--- config.mk ---
export PLATFORM = sky130hd
export DESIGN_NAME = ps2_host_tx
export DESIGN_NICKNAME = d
export VERILOG_FILES = /design/src/rtl/ps2_pkg.sv /design/src/rtl/ps2_line_filter.sv /design/src/rtl/ps2_host_tx.sv
export SDC_FILE = /design/constraint.sdc
export NUM_CORES = 1
export LEC_CHECK = 0
export CORE_ASPECT_RATIO = 0.5
export CORE_MARGIN = 8
export CORE_UTILIZATION = 40
export CTS_CLUSTER_DIAMETER = 30
export DETAILED_ROUTE_END_ITERATION = 7
export HOLD_SLACK_MARGIN = 0.08
export SLEW_MARGIN = 25
export SYNTH_ARGS = -nofsm -noshare
export SYNTH_HDL_FRONTEND = slang
export SYNTH_SLANG_ARGS = --single-unit
--- constraint.sdc ---
create_clock -name CLK -period 3.9 [get_ports CLK]
set_clock_uncertainty 0.05 [all_clocks]
set_input_delay 0.975 -clock CLK [delete_from_list [all_inputs] [get_ports CLK]]
set_output_delay 0.975 -clock CLK [all_outputs]
set_load 0.01 [all_outputs]
--- src/rtl/ps2_pkg.sv ---
// ps2_pkg: shared definitions for the PS/2 host transmitter.
//   ps2_state_e     transmitter FSM states
//   ERR_*           ERR_CODE encodings reported to the CPU
//   IDX_PARITY/STOP bit-index values for the parity and stop slots of a frame
package ps2_pkg;

  typedef enum logic [2:0] {
    IDLE,
    INHIBIT,
    SHIFT,
    ACK,
    RELEASE,
    FIN,
    FAIL
  } ps2_state_e;

  localparam logic [1:0] ERR_NONE    = 2'b00;
  localparam logic [1:0] ERR_NACK    = 2'b01;
  localparam logic [1:0] ERR_TIMEOUT = 2'b10;

  localparam logic [3:0] IDX_PARITY = 4'd8;
  localparam logic [3:0] IDX_STOP   = 4'd9;

endpackage

--- src/rtl/ps2_line_filter.sv ---
// ps2_line_filter: synchronizes the raw PS/2 clock and data pins and deglitches
// the clock. Shared between the host transmitter and the scancode receiver.
//   CLK, RST     system clock, synchronous active-low reset
//   kb_clk_i     raw KB_CLK pin (asynchronous)
//   kb_data_i    raw KB_DATA pin (asynchronous)
//   clk_filt_o   deglitched KB_CLK level
//   fall_o       one-cycle pulse when clk_filt_o goes 1 -> 0
//   data_sync_o  synchronized KB_DATA level
module ps2_line_filter #(
  parameter int unsigned FILTER_CYCLES = 8
) (
  input  logic CLK,
  input  logic RST,
  input  logic kb_clk_i,
  input  logic kb_data_i,
  output logic clk_filt_o,
  output logic fall_o,
  output logic data_sync_o
);

  localparam int unsigned CW = $clog2(FILTER_CYCLES + 1);
  localparam logic [CW-1:0] FLT_LOAD = CW'(FILTER_CYCLES - 1);

  logic [1:0]    clk_sync_q;
  logic [1:0]    data_sync_q;
  logic          clk_filt_q;
  logic          fall_q;
  logic [CW-1:0] cnt_q;

  // The counter reloads whenever the synchronized clock agrees with the
  // filtered one, so only an uninterrupted run of FILTER_CYCLES differing
  // samples moves the filtered level.
  always_ff @(posedge CLK) begin
    if (!RST) begin
      clk_sync_q  <= 2'b11;
      data_sync_q <= 2'b11;
      clk_filt_q  <= 1'b1;
      fall_q      <= 1'b0;
      cnt_q       <= FLT_LOAD;
    end else begin
      clk_sync_q  <= {clk_sync_q[0], kb_clk_i};
      data_sync_q <= {data_sync_q[0], kb_data_i};
      fall_q      <= 1'b0;
      if (clk_sync_q[1] == clk_filt_q) begin
        cnt_q <= FLT_LOAD;
      end else if (cnt_q == '0) begin
        clk_filt_q <= clk_sync_q[1];
        fall_q     <= ~clk_sync_q[1];
        cnt_q      <= FLT_LOAD;
      end else begin
        cnt_q <= cnt_q - CW'(1);
      end
    end
  end

  assign clk_filt_o  = clk_filt_q;
  assign fall_o      = fall_q;
  assign data_sync_o = data_sync_q[1];

endmodule

--- src/rtl/ps2_host_tx.sv ---
// ps2_host_tx: host-to-device PS/2 transmitter. Performs request-to-send,
// shifts out start/data/parity/stop, checks the device ACK, reports status.
//   CLK, RST                system clock, synchronous active-low reset
//   TX_DATA, TX_START       command byte and one-cycle request strobe
//   KB_CLK_IN, KB_DATA_IN   raw open-drain pin levels
//   KB_CLK_OE, KB_DATA_OE   1 = pull the line low
//   BUSY, RX_INHIBIT        high from accept until DONE/ERR
//   DONE, ERR               one-cycle result pulses
//   ERR_CODE                00 none, 01 NACK, 10 timeout; held until next accept
// Optional: define PS2_TX_TIMEOUT_EN to add the frame watchdog (TIMEOUT_CYCLES).
//
// state   | meaning
// IDLE    | lines released, waiting for TX_START
// INHIBIT | KB_CLK held low; start bit placed 8 cycles before release
// SHIFT   | drive data, parity, stop on each device clock fall
// ACK     | sample device ACK on the next fall
// RELEASE | wait for bus idle (clock and data high)
// FIN     | DONE pulse
// FAIL    | ERR pulse, lines released
module ps2_host_tx
  import ps2_pkg::*;
#(
  parameter int unsigned INHIBIT_CYCLES = 2048,
  parameter int unsigned FILTER_CYCLES  = 8
`ifdef PS2_TX_TIMEOUT_EN
  , parameter int unsigned TIMEOUT_CYCLES = 262144
`endif
) (
  input  logic       CLK,
  input  logic       RST,
  input  logic [7:0] TX_DATA,
  input  logic       TX_START,
  input  logic       KB_CLK_IN,
  input  logic       KB_DATA_IN,
  output logic       KB_CLK_OE,
  output logic       KB_DATA_OE,
  output logic       BUSY,
  output logic       RX_INHIBIT,
  output logic       DONE,
  output logic       ERR,
  output logic [1:0] ERR_CODE
);

  localparam int unsigned ICW = $clog2(INHIBIT_CYCLES);
  localparam logic [ICW-1:0] INH_LOAD  = ICW'(INHIBIT_CYCLES - 1);
  localparam logic [ICW-1:0] INH_START = ICW'(8);

  logic clk_filt, fall, data_s;

  ps2_line_filter #(.FILTER_CYCLES(FILTER_CYCLES)) u_filter (
    .CLK        (CLK),
    .RST        (RST),
    .kb_clk_i   (KB_CLK_IN),
    .kb_data_i  (KB_DATA_IN),
    .clk_filt_o (clk_filt),
    .fall_o     (fall),
    .data_sync_o(data_s)
  );

  ps2_state_e     state_q, state_d;
  logic [ICW-1:0] inh_q, inh_d;
  logic [3:0]     idx_q, idx_d;
  logic [7:0]     data_q, data_d;
  logic           par_q, par_d;
  logic [1:0]     err_code_q, err_code_d;
  logic           clk_oe_q, clk_oe_d;
  logic           data_oe_q, data_oe_d;
  logic           busy_q, busy_d;
  logic           done_q, done_d;
  logic           err_q, err_d;
`ifdef PS2_TX_TIMEOUT_EN
  localparam int unsigned WCW = $clog2(TIMEOUT_CYCLES);
  localparam logic [WCW-1:0] WD_LOAD = WCW'(TIMEOUT_CYCLES - 1);
  logic [WCW-1:0] wd_q, wd_d;
`endif

  always_ff @(posedge CLK) begin
    if (!RST) begin
      state_q    <= IDLE;
      inh_q      <= '0;
      idx_q      <= '0;
      data_q     <= '0;
      par_q      <= 1'b0;
      err_code_q <= ERR_NONE;
      clk_oe_q   <= 1'b0;
      data_oe_q  <= 1'b0;
      busy_q     <= 1'b0;
      done_q     <= 1'b0;
      err_q      <= 1'b0;
`ifdef PS2_TX_TIMEOUT_EN
      wd_q       <= '0;
`endif
    end else begin
      state_q    <= state_d;
      inh_q      <= inh_d;
      idx_q      <= idx_d;
      data_q     <= data_d;
      par_q      <= par_d;
      err_code_q <= err_code_d;
      clk_oe_q   <= clk_oe_d;
      data_oe_q  <= data_oe_d;
      busy_q     <= busy_d;
      done_q     <= done_d;
      err_q      <= err_d;
`ifdef PS2_TX_TIMEOUT_EN
      wd_q       <= wd_d;
`endif
    end
  end

  always_comb begin
    state_d    = state_q;
    inh_d      = inh_q;
    idx_d      = idx_q;
    data_d     = data_q;
    par_d      = par_q;
    err_code_d = err_code_q;
    clk_oe_d   = 1'b0;
    data_oe_d  = data_oe_q;
`ifdef PS2_TX_TIMEOUT_EN
    wd_d       = wd_q;
`endif
    case (state_q)
      IDLE: begin
        data_oe_d = 1'b0;
        if (TX_START) begin
          data_d     = TX_DATA;
          par_d      = ~^TX_DATA;
          err_code_d = ERR_NONE;
          inh_d      = INH_LOAD;
          clk_oe_d   = 1'b1;
          state_d    = INHIBIT;
`ifdef PS2_TX_TIMEOUT_EN
          wd_d       = WD_LOAD;
`endif
        end
      end
      INHIBIT: begin
        clk_oe_d = 1'b1;
        if (inh_q == INH_START) data_oe_d = 1'b1;
        if (inh_q == '0) begin
          clk_oe_d = 1'b0;
          idx_d    = '0;
          state_d  = SHIFT;
`ifdef PS2_TX_TIMEOUT_EN
          wd_d     = WD_LOAD;
`endif
        end else begin
          inh_d = inh_q - ICW'(1);
        end
      end
      SHIFT: begin
        if (fall) begin
          if (idx_q < IDX_PARITY)       data_oe_d = ~data_q[idx_q[2:0]];
          else if (idx_q == IDX_PARITY) data_oe_d = ~par_q;
          else                          data_oe_d = 1'b0;
          idx_d = idx_q + 4'd1;
          if (idx_q == IDX_STOP) state_d = ACK;
        end
      end
      ACK: begin
        if (fall) begin
          if (!data_s) begin
            state_d = RELEASE;
          end else begin
            err_code_d = ERR_NACK;
            state_d    = FAIL;
          end
        end
      end
      RELEASE: if (clk_filt && data_s) state_d = FIN;
      FIN:     state_d = IDLE;
      FAIL:    state_d = IDLE;
      default: state_d = IDLE;
    endcase
`ifdef PS2_TX_TIMEOUT_EN
    // Watchdog covers everything after the clock is released; it overrides
    // whatever the frame logic decided this cycle.
    if (state_q inside {SHIFT, ACK, RELEASE}) begin
      if (wd_q == '0) begin
        err_code_d = ERR_TIMEOUT;
        state_d    = FAIL;
      end else begin
        wd_d = wd_q - WCW'(1);
      end
    end
`endif
    if (state_d == FAIL) begin
      clk_oe_d  = 1'b0;
      data_oe_d = 1'b0;
    end
    // Status outputs are registered from the next state so BUSY drops in
    // the same cycle the DONE/ERR pulse appears.
    done_d = (state_d == FIN);
    err_d  = (state_d == FAIL);
    busy_d = !(state_d inside {IDLE, FIN, FAIL});
  end

  assign KB_CLK_OE  = clk_oe_q;
  assign KB_DATA_OE = data_oe_q;
  assign BUSY       = busy_q;
  assign RX_INHIBIT = busy_q;
  assign DONE       = done_q;
  assign ERR        = err_q;
  assign ERR_CODE   = err_code_q;

endmodule

Word-level counts from Yosys, hierarchy flattened
Cells that the tools add are included.
- logic and storage cells: 93
- register bits after elaboration: 44
- output and inout bits: 8
- reduce and logical (&&, ||, !) cells: 21
- equality and inequality tests: 17
- $add $sub $neg: 3
- order comparisons: 2
- muxes and demuxes: 28
- bitwise logic cells: 6
- operators with widths (kind ; count):
    $mux W11 ; 2
    $pmux W11 S2 ; 1
    $mux W3 ; 6
    $pmux W3 S5 ; 1
    $eq A11 B4 Y1 const B ; 1
    $logic_not A11 Y1 ; 1
    $sub A11 B1 Y11 const B ; 1
    $eq A3 B3 Y1 const B ; 3
    $reduce_and A3 Y1 ; 3
    $eq A4 B4 Y1 const B ; 2
    $mux W2 ; 4
    $mux W4 ; 2
    $ne A2 B2 Y1 const B ; 4
    $pmux W4 S2 ; 1
    $reduce_xnor A8 Y1 ; 1
    $mux W1 ; 7
    $eq A3 B2 Y1 const B ; 2
    $logic_not A3 Y1 ; 2
    $ne A2 B1 Y1 const B ; 3
    $not A1 Y1 ; 6
    $reduce_bool A2 Y1 ; 3
    $reduce_bool A3 Y1 ; 2
    $reduce_or A3 Y1 ; 2
    $add A4 B1 Y4 const B ; 1
    15 further kinds ; 16

Depth between registers and ports, before layout
Gate-level depths: netlist of run 1.
- depth after elaboration: 7
- gate-level depth with buffers: 7
- mapped depth without buffers: 6

Modules after synthesis
From an unflattened synthesis of run 1, not the netlist that was laid out.
- cells, all modules: 239
- area, all modules: 2087.0 um^2
- by module, submodules not included (module ; sequential area each (um^2) ; cells each ; area each (um^2) ; times used):
    ps2_host_tx ; 660.6 ; 207 ; 1730.4 ; 1
    ps2_line_filter ; 200.2 ; 32 ; 356.6 ; 1

Least setup slack after synthesis of run 1
OpenSTA, ideal clock, no wires.
- kind: input-to-reg
- start point: input port TX_START
- end point: register inh_q[10]
- buffers on the path: 0
- stages: 4
- arrival: 2.097 ns
- slack: 1.679 ns
- cell sequence: nor4b_4 -> a21oi_1 -> or4_1 -> a31oi_1
- cells in the longest elaborated chain, start to end: 2
- RTL lines (element ; RTL line ; text):
    start: declaration ; ps2_host_tx.sv:32 ; input logic TX_START,
    $ne A2 B2 Y1 (no source line) ; n/a ;
    $reduce_and A3 Y1 (no source line) ; n/a ;
    end signal: assignment ; ps2_host_tx.sv:95 ; inh_q <= inh_d;
    end: declaration ; ps2_host_tx.sv:61 ; logic [ICW-1:0] inh_q, inh_d;
No other way between the ends.
A chain may end at the register's enable or synchronous reset.

Final worst setup path of run 1
Ends and elaborated chain as after synthesis.

==> results of run 1 <==
## sequential cells by signal (all words and copies together), names as in the netlist, 2 cells and up
name                  flops
inh_q                    11
idx_q                     4
u_filter.cnt_q            4
u_filter.data_sync_q      2
data_q                    8
state_q                   3
u_filter.clk_sync_q       2
## layout by cell type, fill, tap and decap left out, types with 5 or more instances in the layout
master	instances
clkdlybuf4s50_1	19
ha_1	6
a21oi_1	17
xor2_1	5
or4_1	5
o31ai_1	5
nand2_1	29
dfxtp_1	43
nor2_1	12
nor3_1	6
clkbuf_8	5
nand3_1	8
a31oi_1	7
xnor2_1	7
inv_1	10
nand2b_1	8
## cell type report
type	count	area [sq um]	share of cell area [%]
multi-input combinational	164	1120	46.5
timing repair buffer	22	213	8.84
tap	70	87.6	3.64
sequential	43	861	35.8
clock buffer	5	68.8	2.86
inverter	11	41.3	1.72
clock inverter	3	15.0	0.624
## path summary, 6_finish.rpt
check        slack, ps                 to              start  depth (start not counted)
max               1370          inh_q[10]           TX_START                          6
max reg2reg       1510           idx_q[1]           inh_q[0]                          6
min                350  u_filter.cnt_q[0]  u_filter.cnt_q[0]                          1
min reg2reg        350  u_filter.cnt_q[0]  u_filter.cnt_q[0]                          1
## metal layers
layer | global-route usage (%) | up-vias | wire, microns
met4 | 4.27 | 0 | 36
met2 | 18.1 | 25 | 2020
met1 | 15.6 | 775 | 2350
li1 | - | 849 | -
met3 | 4.55 | 5 | 209
met5 | 0 | - | 0
## logic make-up (layout without fill, tap and decap cells)
family	count (synthesis)	after routing	synth area share, %
and+or+nand+nor	90	90	23.4
xor gates and xnor gates	12	12	5.04
DFF	43	43	41.3
other	1	1	0.180
buffers and inverters	24	41	5.04
adders and majority gates	6	6	3.60
AOI/OAI and AO/OA	50	50	17.8
muxes	5	5	3.60
## per-stage QoR
stage | utilization, % | hold slack, ps | cell area [sq um] | setup slack (ps)
final | 48.3 | 354 | 2400 | 1370
after detailed placement | 46.6 | 342 | 2320 | 1040
after CTS | 48.3 | 360 | 2400 | 1340
after global placement | 46.6 | 335 | 2320 | 1100
after global routing | 48.3 | 387 | 2400 | 1210
after floorplan | - | 321 | 2080 | 1680
## power by group through the flow
stage | registers, mW | clock network [mW] | logic [mW]
after CTS | 0.492 | 0.285 | 0.167
after global placement | 0.501 | 0 | 0.163
after detailed placement | 0.502 | 0 | 0.166
final | 0.493 | 0.273 | 0.166
after global routing | 0.496 | 0.309 | 0.184
after floorplan | 0.494 | 0 | 0.121
## worst register-to-register path, delay by kind of cell (launching register included)
family	cells	cell delay, ps
AOI/OAI and AO/OA	2	890
adders and majority gates	1	140
buffers and inverters	1	90
DFF	1	350
muxes	1	220
and+or+nand+nor	1	580
==> flow_summary.ini, run 1 <==
[run_status]
status = completed

[setup_path]
cp_slowest_cell = or4_1
critPathMaxFanout = 16
critical_path_class = in2reg
crit_path_end_kind = register
startpoint_type = input pin
cpPeakStageDelay_ps = 530
crit_arrival_ps = 2700
worstPathRequired_ps = 4070
path_cells = clkdlybuf4s50_1 > nor4b_4 > buf_4 > a21oi_1 > or4_1 > a31oi_1
path_delay_family = buffers and inverters
crit_buf_inv = 2

[hold_path]
hold_class = reg2reg

[timing]
tightest_slew_ps = 726
relSlewSlack_pct = 51.5
finalCritPeriodShare_pct = 65.0
tns_ps = 0
rsz0062_at_grt = no
setup_violations = 0
fmax_mhz = 395
hold_violations = 0
period_needed_ps = 2530
slew_viol_final = 0

[drt]
avgRoutedWirePerCell_microns = 14.5
drcViolationCount = 0
via_count = 1654
first_iter_violations = 102
routed_wl_microns = 4610
vias_per_cell = 5.20
first_pass_iters = 4
ant_nets = 0

[floorplanning]
initial_utilization_pct = 41.9
die_area_sq_um = 7920
die_w_microns = 118
ios = 21
die_y_microns = 67.0
fp-row-count = 18
core_sq_um = 4980

[synthesis]
synth_ff_type = dfxtp_1
syn_avg_cell_area_sq_um = 9.02
yosysTopAreaCell = dfxtp_1
synth_top_area_share_pct = 41.3
synthArstFlopShare_pct = 0
yosysSeqAreaShare_pct = 41.3
synth_area_sq_um = 2080
synth_commonest_cells = 43 x dfxtp_1, 29 x nand2_1, 17 x a21oi_1, 12 x nor2_1, 10 x inv_1
synth_most_common_cell = dfxtp_1
synth-edff-count = 0
syn_inst = 231
yosysWarnings = 0
ys_top_cells_by_area = dfxtp_1 41%, nand2_1 5.2%, a21oi_1 4.1%, ha_1 3.6%, xnor2_1 2.9%
synth-seq-cells = 43
ys_types = 48
syn_nets = 250

[power_and_ir_drop]
p_sw_mw = 0.267
power_frac_seq_pct = 52.9
power_density_nw_per_um2 = 388
finalPower_mw = 0.932
p_leak_nw = 0.882
clkPwrFrac_pct = 29.3
p_sw_share_pct = 28.6
pwr-share-comb_pct = 17.8
internal-power_mw = 0.665
ir_drop_v = 0.000147

[placed_design]
gp_congestion = 0.818
hpwl_microns = 3290
port_buffers = 19
dp_cells = 310

[clock_tree]
root_buffer = clkbuf_8
postCtsSetupRepairBufs = 0
htree_levels = 2
clkSinkCount = 43
cts_resized = 0
clkTransAtPathRegs_ps = 80
clock_path_buffers = 2
clock_latency_ps = 300
cts_inserted_buffers = 5
cts_hold_buf = 0
cts_tree = done

[global_routing]
first_global_vias = 1639
grt_max_degree = 18
grt_pass1_wl_microns = 7730
grt_use_total_pct = 12.1
antenna_found_initial = 0
gr-total-overflow = 0

[finish]
drive_gt1_share_pct = 7.66
antenna_cells = 0
fillers = 480
area_delta_synth_final_pct = 15.4
nNetsFinal = 266
layoutNonFillerInstCount = 318

[flow_run]
maxCapViolations = 0
(Power assumes the default switching activity.)
==> run 2: changes to the inputs <==
- clock period: 3.9 -> 2.55 ns (I/O delays scaled with it)
==> run 2 against run 1 <==
- final area rose by 1.9%
- worst hold slack better by 3.3 ps
- wire length down 3.8%
- highest routed layer unchanged
==> flow_summary.ini, run 2 (synthesis results as in run 1) <==
[placed_design]
port_buffers = 19
place_ws_ps = 281
dpl-instance-area_sq_um = 2370
dp_cells = 316
gp_congestion = 0.792
hpwl_microns = 3330

[clock_tree]
cts_resized = 0
cts_hold_buf = 0
htree_levels = 2
cts_inserted_buffers = 5
clkSinkCount = 43
clock_latency_ps = 290
postCtsSetupRepairBufs = 0
clock_path_buffers = 2
clkTransAtPathRegs_ps = 90
cts_tree = done
root_buffer = clkbuf_8

[flow_run]
maxCapViolations = 0

[power_and_ir_drop]
finalPower_mw = 1.44
p_leak_nw = 0.905
power_density_nw_per_um2 = 587
ir_drop_v = 0.000209

[floorplanning]
core_sq_um = 4980
ios = 21
die_w_microns = 118
die_y_microns = 67.0
initial_utilization_pct = 41.9
fp-row-count = 18
die_area_sq_um = 7920

[global_routing]
antenna_found_initial = 0
first_global_vias = 1651
grt_max_degree = 18
grt_use_total_pct = 11.9
gr-total-overflow = 0
grt_pass1_wl_microns = 7730

[finish]
final_cell_area_sq_um = 2450
largest_register = inh_q
mostFrequentLayoutCells = 43 x dfxtp_1, 29 x nand2_1, 19 x clkdlybuf4s50_1
nNetsFinal = 272
drive_gt1_share_pct = 9.45
area_delta_synth_final_pct = 17.6
mostFrequentLayoutCell = dfxtp_1
reg_top3 = inh_q x11, data_q x8
multi_input_area_sq_um = 1120
layoutNonFillerInstCount = 324
final_util_pct = 49.2
seqCellArea_sq_um = 861
fillers = 475
largest_reg_flops = 11
antenna_cells = 0

[setup_path]
crit_arrival_ps = 2390
startpoint_type = register
critical_path_class = reg2reg
critPathMaxFanout = 11
crit_path_end_kind = register
worstPathRequired_ps = 2720

[timing]
relSlewSlack_pct = 64.6
slew_viol_final = 0
rsz0062_at_grt = no
hold_violations = 0
tns_ps = 0
setup_violations = 0
layout_setup_ws_ps = 332
period_needed_ps = 2220
finalCritPeriodShare_pct = 87.0
tightest_slew_ps = 531
whs_ps = 357
fmax_mhz = 451

[drt]
drcViolationCount = 0
vias_per_cell = 5.33
ant_nets = 0
first_iter_violations = 104
avgRoutedWirePerCell_microns = 13.7
first_pass_iters = 4
via_count = 1728
routed_wl_microns = 4440

[hold_path]
hold_class = reg2reg

[run_status]
status = completed
## run 2: cell count changes in the layout (fill, tap and decap cells not counted)
cell and change:
clkinvlp_4 +1, clkbuf_1 +1, buf_4 +6, clkinv_2 -2
## run 2: power by group
part           internal, mW  leakage (nW)  switching, mW
Clock                 0.192        0.0412          0.233
Sequential            0.713         0.353         0.0323
Combinational         0.127         0.511          0.142
## run 2: critical path, cell delays in order, from the launching register on
cell,delay [ps]
dfxtp_1,360
or4_1,700
or3_2,480
or4_1,400
a31oi_1,160
## run 2: metal layers
metal	routed length, microns	track usage, %	up-vias
li1	-	-	867
met5	0	0	-
met1	2220	16.0	822
met2	1960	18.6	35
met3	234	3.63	4
met4	20	2.37	0
## run 2: area by class of cell
type | count | share of cell area [%]
well taps | 70 | 3.57
clock buffers | 6 | 2.96
multi-input cells | 164 | 45.6
flip-flops and latches | 43 | 35.1
repair buffers | 28 | 10.5
inverters | 11 | 1.68
clock inverters | 2 | 0.510
## run 2: worst paths after layout
| path | startpoint | slack, ps | depth (start not counted) | to |
|---|---|---|---|---|
| worst max register to register | inh_q[4] | 330 | 4 | inh_q[10] |
| worst max-delay path | inh_q[4] | 330 | 4 | inh_q[10] |
| worst min register to register | u_filter.cnt_q[0] | 360 | 1 | u_filter.cnt_q[0] |
| worst min-delay path | u_filter.cnt_q[0] | 360 | 1 | u_filter.cnt_q[0] |
==> patch, RTL diff (flow settings as in run 2) <==
The output `DONE` loses its register stage (`done_q` becomes a continuous assignment).
--- a/src/rtl/ps2_host_tx.sv
+++ b/src/rtl/ps2_host_tx.sv
@@ -87,3 +87,2 @@
       busy_q     <= 1'b0;
-      done_q     <= 1'b0;
       err_q      <= 1'b0;
@@ -102,3 +101,2 @@
       busy_q     <= busy_d;
-      done_q     <= done_d;
       err_q      <= err_d;
@@ -109,2 +107,4 @@
   end
+
+  assign done_q = done_d;
 
Function: no difference found for any inputs over 10 cycles, from zero or initial values and one cycle with RST low; that may be too few to reach the edited logic, so the function may still have changed.
==> patch against run 2 <==
- hold slack worse by 0.0036 ns
- critical path type is now register to output port
- via count down 5.9%
- total power down 0.69%
- cell count down 2.8%
- routed wire length down 8.3%
- synthesized cell count down 4.3%
- largest power group unchanged
- area after synthesis down 3.6%
- die area down 2.9%
- final area down 3.3%
- sequential cell count down 1
- count of clock-buffer cells in the layout unchanged
- setup slack worse by 0.24 ns
==> patch: results (changes against run 2) <==
- Via density: 5.16 (-3.2%)
- Global-route wire length before repair: 6780 µm (-12%)
- Critical Path End: DONE
- Slowest CP cell: dfxtp_1
- Reg2reg end: inh_q[5]$_SDFFE_PN0P_
- Non-filler cells, final: 315 (-2.8%)
- Drt initial violations: 59 (-43%)
- Leakage: 0.869 nW (-4.0%)
- Period Utilization, post-route: 0.966 (+0.0958)
- WHS: 0.354 ns (-0.00365 ns)
- Pre-CTS worst setup slack: 0.387 ns (+0.105 ns)
- Worst R2R Setup Slack: 0.48 ns (+0.15 ns)
- Non-clock buffer share: 0.106 (+0.000385)
- Detailed placement HPWL: 3010 µm (-9.5%)
- Sequential area share after synthesis: 0.418 (+0.00547)
- Status: complete, no violations
- Distinct cells, synth: 52 (+8.3%)
- Sequential cell area share: 0.355 (+0.00342)
- Vias in the first global route: 1,460 (-12%)
- Switching part of the total: 0.276 (-0.00685)
- Top area cells in the synthesized netlist: dfxtp_1 42%, nand2_1 5.0%, a21oi_1 4.0%
- Multi-input logic area: 1060 µm² (-5.3%)
- Average size of a mapped cell: 9.09 µm² (+0.76%)
- Fillers: 484 (+1.9%)
- Post-Syn Nets: 240 (-4.0%)
- Least-Margin Pin Slew: 0.614 ns (+0.0829 ns)
- Largest fanout on the critical path: 17 (+6)
- Clock-cell share: 0.0401 (+0.00539)
- Inverter count: 10 (-1)
- Top Family by Delay on Critical Path: flip-flops
- Synthesized flop and latch total: 42 (-2.3%)
- Multi-input gates: 158 (-3.7%)
-- patch: worst register-to-register path, cell delays in order (launching register included) --
cell and delay [ns]:
dfxtp_1 0.64, nor3b_2 0.40, nand3_1 0.28, or4_1 0.46
a31oi_1 0.18
-- patch: logic make-up after synthesis --
kind of cell	after synthesis	share of synthesized area
AOI/OAI and AO/OA	47	0.154
xor gates and xnor gates	13	0.0567
adders and majority gates	6	0.0374
buffers and inverters	21	0.0542
DFF	42	0.418
muxes	2	0.0224
other	1	0.00187
and+or+nand+nor	89	0.255
-- patch: layer usage --
layer	part of all wire	global-route usage	wire, µm
met1	0.49	0.138	2010
met2	0.44	0.174	1810
met3	0.047	0.0328	192
met4	0.015	0.0480	60
met5	0	0	0
-- patch: through the flow --
stage / area [µm²] / util
after global routing: 2370 / 0.485
final: 2370 / 0.485
after global placement: 2280 / 0.466
after floorplan: 2010 / -
after detailed placement: 2280 / 0.466
after CTS: 2370 / 0.485
